==> src/rtl/uart_rx.sv <==
// UART serial receiver: oversampled start-bit validation, 5-8 data bits LSB first,
// optional parity, first-stop-bit check, and a registered write into the Rxhr.
module uart_rx #(
    parameter int unsigned OVERSAMPLE  = 16,
    parameter int unsigned SYNC_STAGES = 2
) (
    input  logic       sys_clk,
    input  logic       reset,
    input  logic       baud_tick,
    input  logic       rxd_i,
    input  logic       parity_en,
    input  logic       sticky_parity,
    input  logic       eps,
    input  logic [1:0] wls,
    input  logic       Rxhr_full,
    output logic [7:0] rx_data_o,
    output logic       Rxhr_wr_en,
    output logic       parity_err,
    output logic       framing_err,
    output logic       break_det,
    output logic       overrun_err,
    output logic       Rxsr_busy
);

    localparam int unsigned CW = $clog2(OVERSAMPLE);
    localparam logic [CW-1:0] TICK_LAST = CW'(OVERSAMPLE - 1);
    localparam logic [CW-1:0] SAMP_A    = CW'(OVERSAMPLE / 2 - 1);
    localparam logic [CW-1:0] SAMP_B    = CW'(OVERSAMPLE / 2);
    localparam logic [CW-1:0] SAMP_C    = CW'(OVERSAMPLE / 2 + 1);

    typedef enum logic [2:0] {
        IDLE,
        START,
        DATA,
        PARITY,
        STOP,
        WAIT_IDLE
    } state_e;

    state_e                 state_q, state_d;
    logic [CW-1:0]          tick_cnt_q, tick_cnt_d;
    logic [SYNC_STAGES-1:0] sync_q, sync_d;
    logic [1:0]             samp_q, samp_d;
    logic [2:0]             bit_idx_q, bit_idx_d;
    logic [7:0]             shift_q, shift_d;
    logic [1:0]             wls_q, wls_d;
    logic                   pen_q, pen_d;
    logic                   eps_q, eps_d;
    logic                   stick_q, stick_d;
    logic                   par_bit_q, par_bit_d;
    logic                   perr_frame_q, perr_frame_d;
    logic [7:0]             rx_data_q, rx_data_d;
    logic                   perr_q, perr_d;
    logic                   ferr_q, ferr_d;
    logic                   brk_q, brk_d;
    logic                   wr_en_q, wr_en_d;
    logic                   ovr_q, ovr_d;

    logic rxd_s;
    logic bit_val;
    logic last_bit;
    logic exp_par;

    assign rxd_s    = sync_q[SYNC_STAGES-1];
    assign bit_val  = (samp_q[1] & samp_q[0]) | (samp_q[1] & rxd_s) | (samp_q[0] & rxd_s);
    assign last_bit = (bit_idx_q == ({1'b0, wls_q} + 3'd4));
    // Upper unused bits of shift_q are cleared at frame start, so full-width reduction is exact.
    assign exp_par  = stick_q ? ~eps_q : (eps_q ? ^shift_q : ~^shift_q);

    always_comb begin
        state_d      = state_q;
        tick_cnt_d   = tick_cnt_q;
        sync_d       = {sync_q[SYNC_STAGES-2:0], rxd_i};
        samp_d       = samp_q;
        bit_idx_d    = bit_idx_q;
        shift_d      = shift_q;
        wls_d        = wls_q;
        pen_d        = pen_q;
        eps_d        = eps_q;
        stick_d      = stick_q;
        par_bit_d    = par_bit_q;
        perr_frame_d = perr_frame_q;
        rx_data_d    = rx_data_q;
        perr_d       = perr_q;
        ferr_d       = ferr_q;
        brk_d        = brk_q;
        wr_en_d      = 1'b0;
        ovr_d        = 1'b0;

        if (baud_tick) begin
            if (state_q != IDLE && state_q != WAIT_IDLE) begin
                tick_cnt_d = (tick_cnt_q == TICK_LAST) ? '0 : tick_cnt_q + CW'(1);
                if (tick_cnt_q == SAMP_A) samp_d[1] = rxd_s;
                if (tick_cnt_q == SAMP_B) samp_d[0] = rxd_s;
            end
            case (state_q)
                IDLE: begin
                    if (!rxd_s) begin
                        state_d    = START;
                        tick_cnt_d = '0;
                    end
                end
                START: begin
                    if (tick_cnt_q == SAMP_C) begin
                        if (bit_val) begin
                            state_d    = IDLE;
                            tick_cnt_d = '0;
                        end else begin
                            wls_d        = wls;
                            pen_d        = parity_en;
                            eps_d        = eps;
                            stick_d      = sticky_parity;
                            shift_d      = '0;
                            bit_idx_d    = '0;
                            par_bit_d    = 1'b0;
                            perr_frame_d = 1'b0;
                        end
                    end else if (tick_cnt_q == TICK_LAST) begin
                        state_d = DATA;
                    end
                end
                DATA: begin
                    if (tick_cnt_q == SAMP_C) begin
                        shift_d[bit_idx_q] = bit_val;
                    end else if (tick_cnt_q == TICK_LAST) begin
                        if (last_bit) state_d = pen_q ? PARITY : STOP;
                        else          bit_idx_d = bit_idx_q + 3'd1;
                    end
                end
                PARITY: begin
                    if (tick_cnt_q == SAMP_C) begin
                        par_bit_d    = bit_val;
                        perr_frame_d = (bit_val != exp_par);
                    end else if (tick_cnt_q == TICK_LAST) begin
                        state_d = STOP;
                    end
                end
                STOP: begin
                    if (tick_cnt_q == SAMP_C) begin
                        if (Rxhr_full) begin
                            ovr_d = 1'b1;
                        end else begin
                            wr_en_d   = 1'b1;
                            rx_data_d = shift_q;
                            perr_d    = pen_q & perr_frame_q;
                            ferr_d    = ~bit_val;
                            brk_d     = (shift_q == 8'd0) && !(pen_q && par_bit_q) && !bit_val;
                        end
                        state_d    = bit_val ? IDLE : WAIT_IDLE;
                        tick_cnt_d = '0;
                    end
                end
                WAIT_IDLE: begin
                    if (rxd_s) state_d = IDLE;
                end
                default: state_d = IDLE;
            endcase
        end
    end

    always_ff @(posedge sys_clk) begin
        if (reset) begin
            state_q      <= IDLE;
            tick_cnt_q   <= '0;
            sync_q       <= '1;
            samp_q       <= '1;
            bit_idx_q    <= '0;
            shift_q      <= '0;
            wls_q        <= '0;
            pen_q        <= 1'b0;
            eps_q        <= 1'b0;
            stick_q      <= 1'b0;
            par_bit_q    <= 1'b0;
            perr_frame_q <= 1'b0;
            rx_data_q    <= '0;
            perr_q       <= 1'b0;
            ferr_q       <= 1'b0;
            brk_q        <= 1'b0;
            wr_en_q      <= 1'b0;
            ovr_q        <= 1'b0;
        end else begin
            state_q      <= state_d;
            tick_cnt_q   <= tick_cnt_d;
            sync_q       <= sync_d;
            samp_q       <= samp_d;
            bit_idx_q    <= bit_idx_d;
            shift_q      <= shift_d;
            wls_q        <= wls_d;
            pen_q        <= pen_d;
            eps_q        <= eps_d;
            stick_q      <= stick_d;
            par_bit_q    <= par_bit_d;
            perr_frame_q <= perr_frame_d;
            rx_data_q    <= rx_data_d;
            perr_q       <= perr_d;
            ferr_q       <= ferr_d;
            brk_q        <= brk_d;
            wr_en_q      <= wr_en_d;
            ovr_q        <= ovr_d;
        end
    end

    assign rx_data_o   = rx_data_q;
    assign Rxhr_wr_en  = wr_en_q;
    assign parity_err  = perr_q;
    assign framing_err = ferr_q;
    assign break_det   = brk_q;
    assign overrun_err = ovr_q;
    assign Rxsr_busy   = (state_q != IDLE);

endmodule

==> config.mk <==
export PLATFORM = sky130hd
export DESIGN_NAME = uart_rx
export DESIGN_NICKNAME = d
export VERILOG_FILES = /design/src/rtl/uart_rx.sv
export SDC_FILE = /design/constraint.sdc
export NUM_CORES = 1
export LEC_CHECK = 0
export BUFFER_PORTS_ARGS = -buffer_cell sky130_fd_sc_hd__buf_2
export CAP_MARGIN = 20
export CORE_ASPECT_RATIO = 0.6
export CORE_MARGIN = 8
export CORE_UTILIZATION = 35
export CTS_BUF_LIST = sky130_fd_sc_hd__clkbuf_8 sky130_fd_sc_hd__clkbuf_16
export CTS_CLUSTER_SIZE = 12
export DETAILED_ROUTE_END_ITERATION = 6
export HOLD_SLACK_MARGIN = 0.05
export SYNTH_ARGS = -nofsm -noshare
export SYNTH_HDL_FRONTEND = slang
export SYNTH_SLANG_ARGS = --single-unit
==> constraint.sdc <==
create_clock -name sys_clk -period 2.6 [get_ports sys_clk]
set_clock_uncertainty 0.1 [all_clocks]
set_input_delay 0.39 -clock sys_clk [delete_from_list [all_inputs] [get_ports sys_clk]]
set_output_delay 0.39 -clock sys_clk [all_outputs]
set_load 0.05 [all_outputs]
After elaboration in Yosys (flattened, before gate mapping)

Cells that the tools add are included.
Widths: inputs -> output; s select.

Bits of input ports: 10
Bits in registers: 42
Output and inout bits: 14

Reductions and logical operators: 23
Bitwise logic cells: 12
$add $sub $neg: 3
$lt $le $gt $ge: 2
Equality and inequality tests: 27
Muxes and demuxes: 44

Operators with widths:

| kind               | number |
|---|---|
| $mux 3             | 18 |
| $ne 2x2->1 const B | 13 |
| $mux 4             | 6 |
| $mux 8             | 3 |
| $pmux 3 s6         | 1 |
| $pmux 8 s2         | 1 |
| $eq 4x4->1 const B | 3 |
| $pmux 4 s3         | 1 |
| $reduce_and 11->1  | 1 |
| $reduce_and 5->1   | 2 |
| $mux 1             | 9 |
| $ne 3x3->1 const B | 3 |
| $bwmux 8           | 1 |
| $logic_not 8->1    | 1 |
| $reduce_and 4->1   | 2 |
| $reduce_xnor 8->1  | 1 |
| $reduce_xor 8->1   | 1 |
| $reduce_and 7->1   | 1 |
| $eq 3x2->1 const B | 2 |
| $eq 3x3->1 const B | 2 |
| $not 1->1          | 6 |
| $pmux 3 s2         | 1 |
| $reduce_and 3->1   | 2 |
| $logic_and 1x1->1  | 5 |
| 18 further kinds   | 25 |

Depth between registers and ports, before layout

Word-level depth: 7
Mapped depth: 7
Gate-level depth less buffers: 6

Least setup slack after synthesis

OpenSTA, ideal clock, no wires.

Kind: reg-to-reg
Start point: register tick_cnt_q[0]
End point: register bit_idx_q[0]
Cell stages (with the launch flop): 7
Buffers on the path: 1
Data arrival time: 1.570 ns
Slack: 0.810 ns
Period minus slack after synthesis: 1.790 ns
Cell sequence: dfxtp_1 > ha_1 > nand4b_1 > nor3_2 > buf_4 > nor3_1 > mux2_2

Longest elaborated chain between the ends: 3
Elaborated cells between the ends (all ways): 6
Those cells by class: eq/ne: 5; reduce/logical: 1

RTL lines:

| item                                 | line          | source |
|---|---|---|
| from (decl)                          | 41            | `logic [CW-1:0] tick_cnt_q, tick_cnt_d;` |
| from (signal assigned)               | 183           | `tick_cnt_q <= tick_cnt_d;` |
| $eq 4x4->1, on equally long branches | 104, 123, 125 |  |
| $ne 2x2->1 (no line)                 | --            |  |
| $reduce_and 7->1 (no line) (*)       | --            |  |
| to (signal assigned)                 | 186           | `bit_idx_q <= bit_idx_d;` |
| to (decl)                            | 44            | `logic [2:0] bit_idx_q, bit_idx_d;` |

Every way passes the cells marked *; elsewhere a longest branch is shown, timed or not.
A chain may end at the register's enable or synchronous reset.

Worst setup path after layout

Start point: register state_q[2]
End point: register rx_data_q[1], in the netlist rx_data_o[1]

Longest elaborated chain between the ends: 2

RTL lines:

| item                       | line | source |
|---|---|---|
| from (decl)                | 40   | `state_e state_q, state_d;` |
| from (signal assigned)     | 182  | `state_q <= state_d;` |
| $eq 3x3->1                 | 96   | `case (state_q)` |
| $reduce_and 4->1 (no line) | --   |  |
| to (signal assigned)       | 194  | `rx_data_q <= rx_data_d;` |
| to (decl)                  | 52   | `logic [7:0] rx_data_q, rx_data_d;` |

Every way passes these cells.

==> results.md <==
* Number of flops mapped to enable cells by yosys at 0
* Leading cell types in the layout, fill and taps excluded: dfxtp_1, nand2_1, buf_2
* Die area at 9680 um2
* Share of cells above drive strength 1 at 19.3%
* Status: finished clean
* Initial antenna violation count at 0
* Initial Utilization at 35.7%
* Arrival @ worst endpoint at 2.25 ns
* Average vias per placed instance at 5.35
* Max clock buf depth at 2
* Final Max Tran Viols at 0
* Post-Synthesis Cells at 263
* Tcrit/Tclk final at 83.6%
* Flip-flop and latch count after synthesis at 42
* Slowest-stage cell, CP: dfxtp_1
* Max VDD drop at 183 uV
* Most common flop cell mapped by yosys: dfxtp_1
* Cts-stage hold buffer count at 0
* Pleak at 0.918 nW
* CP Data Required Time at 2.67 ns
* Vias in the first global route at 1,903
* Capturing element type of the critical path: flop
* Worst-Skew Late Latency at 0.30 ns
* RSZ-0062 raised after global routing: false
* Least-Margin Pin Slew at 0.626 ns
* Max Cap Viol at 0
* Largest net degree at the start of global routing at 21
* Critical-path maximum fanout at 17
* Syn Nets at 281
* Critical path class: reg2reg
* First-pass GRT wire length at 9470 um
* Final TNS setup at 0 ns
* Synthesis-to-layout area growth at 8.41%
* Total track usage at 12.2%
* TritonCTS buffer count at 5
* Mean Syn Cell Area at 8.93 um2
* Final wirelength at 5470 um
* PostCTS Resize Cnt at 0
* Register area at 841 um2
* Ys async rst share at 0%
* CTS sink cnt at 42
* Post-Syn Area at 2350 um2
* Area of the multi-input gates at 1320 um2
* Routed vias at 1,937
* Post-route ant nets at 0
* Pwr dens at 457 nW/um2
* Rows at 23
* CP startpoint kind: flop
* Final Hold Fails at 0
* Fill count at 681
* CP peak stage delay at 0.73 ns
* Reg2Reg Depth at 4
* Global route total overflow at 0
* Synth cell types at 63
* Commonest non-fill, non-tap cell in the layout: dfxtp_1
* Post-CTS Setup Bufs at 0
* # port buffers at 23
* Nets at 293
* WL/cell at 15.1 um
* Gpl congestion at 0.801
* Root buf cell: clkbuf_8
* Post-DP HPWL at 3960 um
* Yosys warns at 0
* Crit path cell chain: or3b_1 > or3_1 > nand2_1 > a21oi_1
* CTS tree: built
* Core ar. at 6590 um2
* DR iter-0 viols at 159
* Setup violators final at 0
* # diodes at 0
* Die width at 122 um
* TritonRoute pass-1 iters at 4
* Tmin final at 2.17 ns
* Hold WC Path Type: in2reg
* Number of remaining DRC errors at 0
* Hold path depth at 2
* # H-tree levels at 2
* Achievable Freq at 460 MHz
* Tot Pwr at 1.16 mW
* IO Count at 24
* Worst-path clk slew at 0.08 ns
* Worst slew margin at 58.2%
* Die height at 79.5 um
* Sequential area share after synthesis at 35.8%
## per-layer routing
layer  GRT usage, %  part of all wire [%]  vias up
met5              0                     0        -
met4           4.90                   1.2        0
met3           3.32                   4.8        5
met2           16.7                    38       47
met1           17.6                    56      914
li1               -                     -      971
## state kept, by name (all words and copies together), names as in the netlist, 2 cells and up
signal and flops:
bit_idx_q 3, wls_q 2, tick_cnt_q 4, rx_data_o 8, sync_q 2, samp_q 2
state_q 3, shift_q 8
## per-stage QoR
| stage | cell area, um2 | worst slack (ns) | hold WS [ns] | std cells | util [%] |
|---|---|---|---|---|---|
| after floorplan | 2350 | 0.810 | 0.289 | 263 | - |
| after global placement | 2470 | 0.475 | 0.295 | 355 | 37.5 |
| after detailed placement | 2470 | 0.453 | 0.301 | 355 | 37.5 |
| after CTS | 2550 | 0.423 | 0.156 | 362 | 38.7 |
| after global routing | 2550 | 0.221 | 0.153 | 362 | 38.7 |
| final | 2550 | 0.426 | 0.169 | 362 | 38.7 |
## synth_stat cells (2+ instances only)
library cell	count	area [um2]
a211oi_1	3	22.5
a31o_2	3	26.3
nor3_1	6	30.0
inv_1	15	56.3
o311a_1	2	20.0
clkbuf_1	5	18.8
a211o_1	2	17.5
a311oi_1	2	17.5
buf_6	3	33.8
nand2_1	28	105
nor3_2	2	20.0
o211ai_1	3	22.5
xnor2_1	3	26.3
nor2_1	11	41.3
o21ai_1	2	10.0
o21ai_0	5	25.0
dfxtp_1	42	841
ha_1	8	100
nand3_1	8	40.0
nand4b_1	3	26.3
nor2b_1	8	50.1
buf_4	4	30.0
or3_1	3	18.8
a32o_1	6	60.1
mux2i_1	8	80.1
and3_1	2	12.5
xor2_1	5	43.8
nand3b_1	3	22.5
mux2_2	2	22.5
or3b_1	3	26.3
nand4_1	3	18.8
or2_2	2	12.5
a21o_1	5	37.5
a21oi_1	15	75.1
buf_2	10	50.1
## cell families (layout without fill, tap and decap cells)
family / count (synthesis) / in the layout / share of synthesized area (%)
DFF: 42 / 42 / 35.8
buffers and inverters: 37 / 49 / 8.04
muxes: 10 / 10 / 4.37
xor gates and xnor gates: 8 / 8 / 2.98
and+or+nand+nor: 94 / 94 / 23.4
AOI/OAI and AO/OA: 63 / 63 / 20.7
adders and majority gates: 9 / 9 / 4.74
## area by class of cell
type | instances | share of cell area [%]
repair buffers | 27 | 5.70
well taps | 87 | 4.27
multi-input cells | 184 | 51.8
inverters | 15 | 2.21
clock inverters | 2 | 0.295
clock buffers | 5 | 2.70
flip-flops and latches | 42 | 33.0
## worst max-delay path, delay by kind of cell (launching register included)
| kind | cells | cell delay, ns |
|---|---|---|
| AO/OA/AOI/OAI | 1 | 0.07 |
| AND/OR/NAND/NOR | 3 | 1.16 |
| flip-flops | 1 | 0.73 |
## path summary, 6_finish.rpt
path,from,endpoint,slack (ns)
worst min register to register,sync_q[0],sync_q[1],0.32
worst max-delay path,state_q[2],rx_data_o[1],0.43
worst min-delay path,rxd_i,sync_q[0],0.17
worst max register to register,state_q[2],rx_data_o[1],0.43
## power breakdown
part | internal, mW | total [mW] | switching, mW
logic | 0.0406 | 0.104 | 0.0636
registers | 0.648 | 0.663 | 0.0150
clock network | 0.177 | 0.396 | 0.219
total | 0.866 | 1.16 | 0.298
Note: power is estimated with default switching activity, not from simulation.
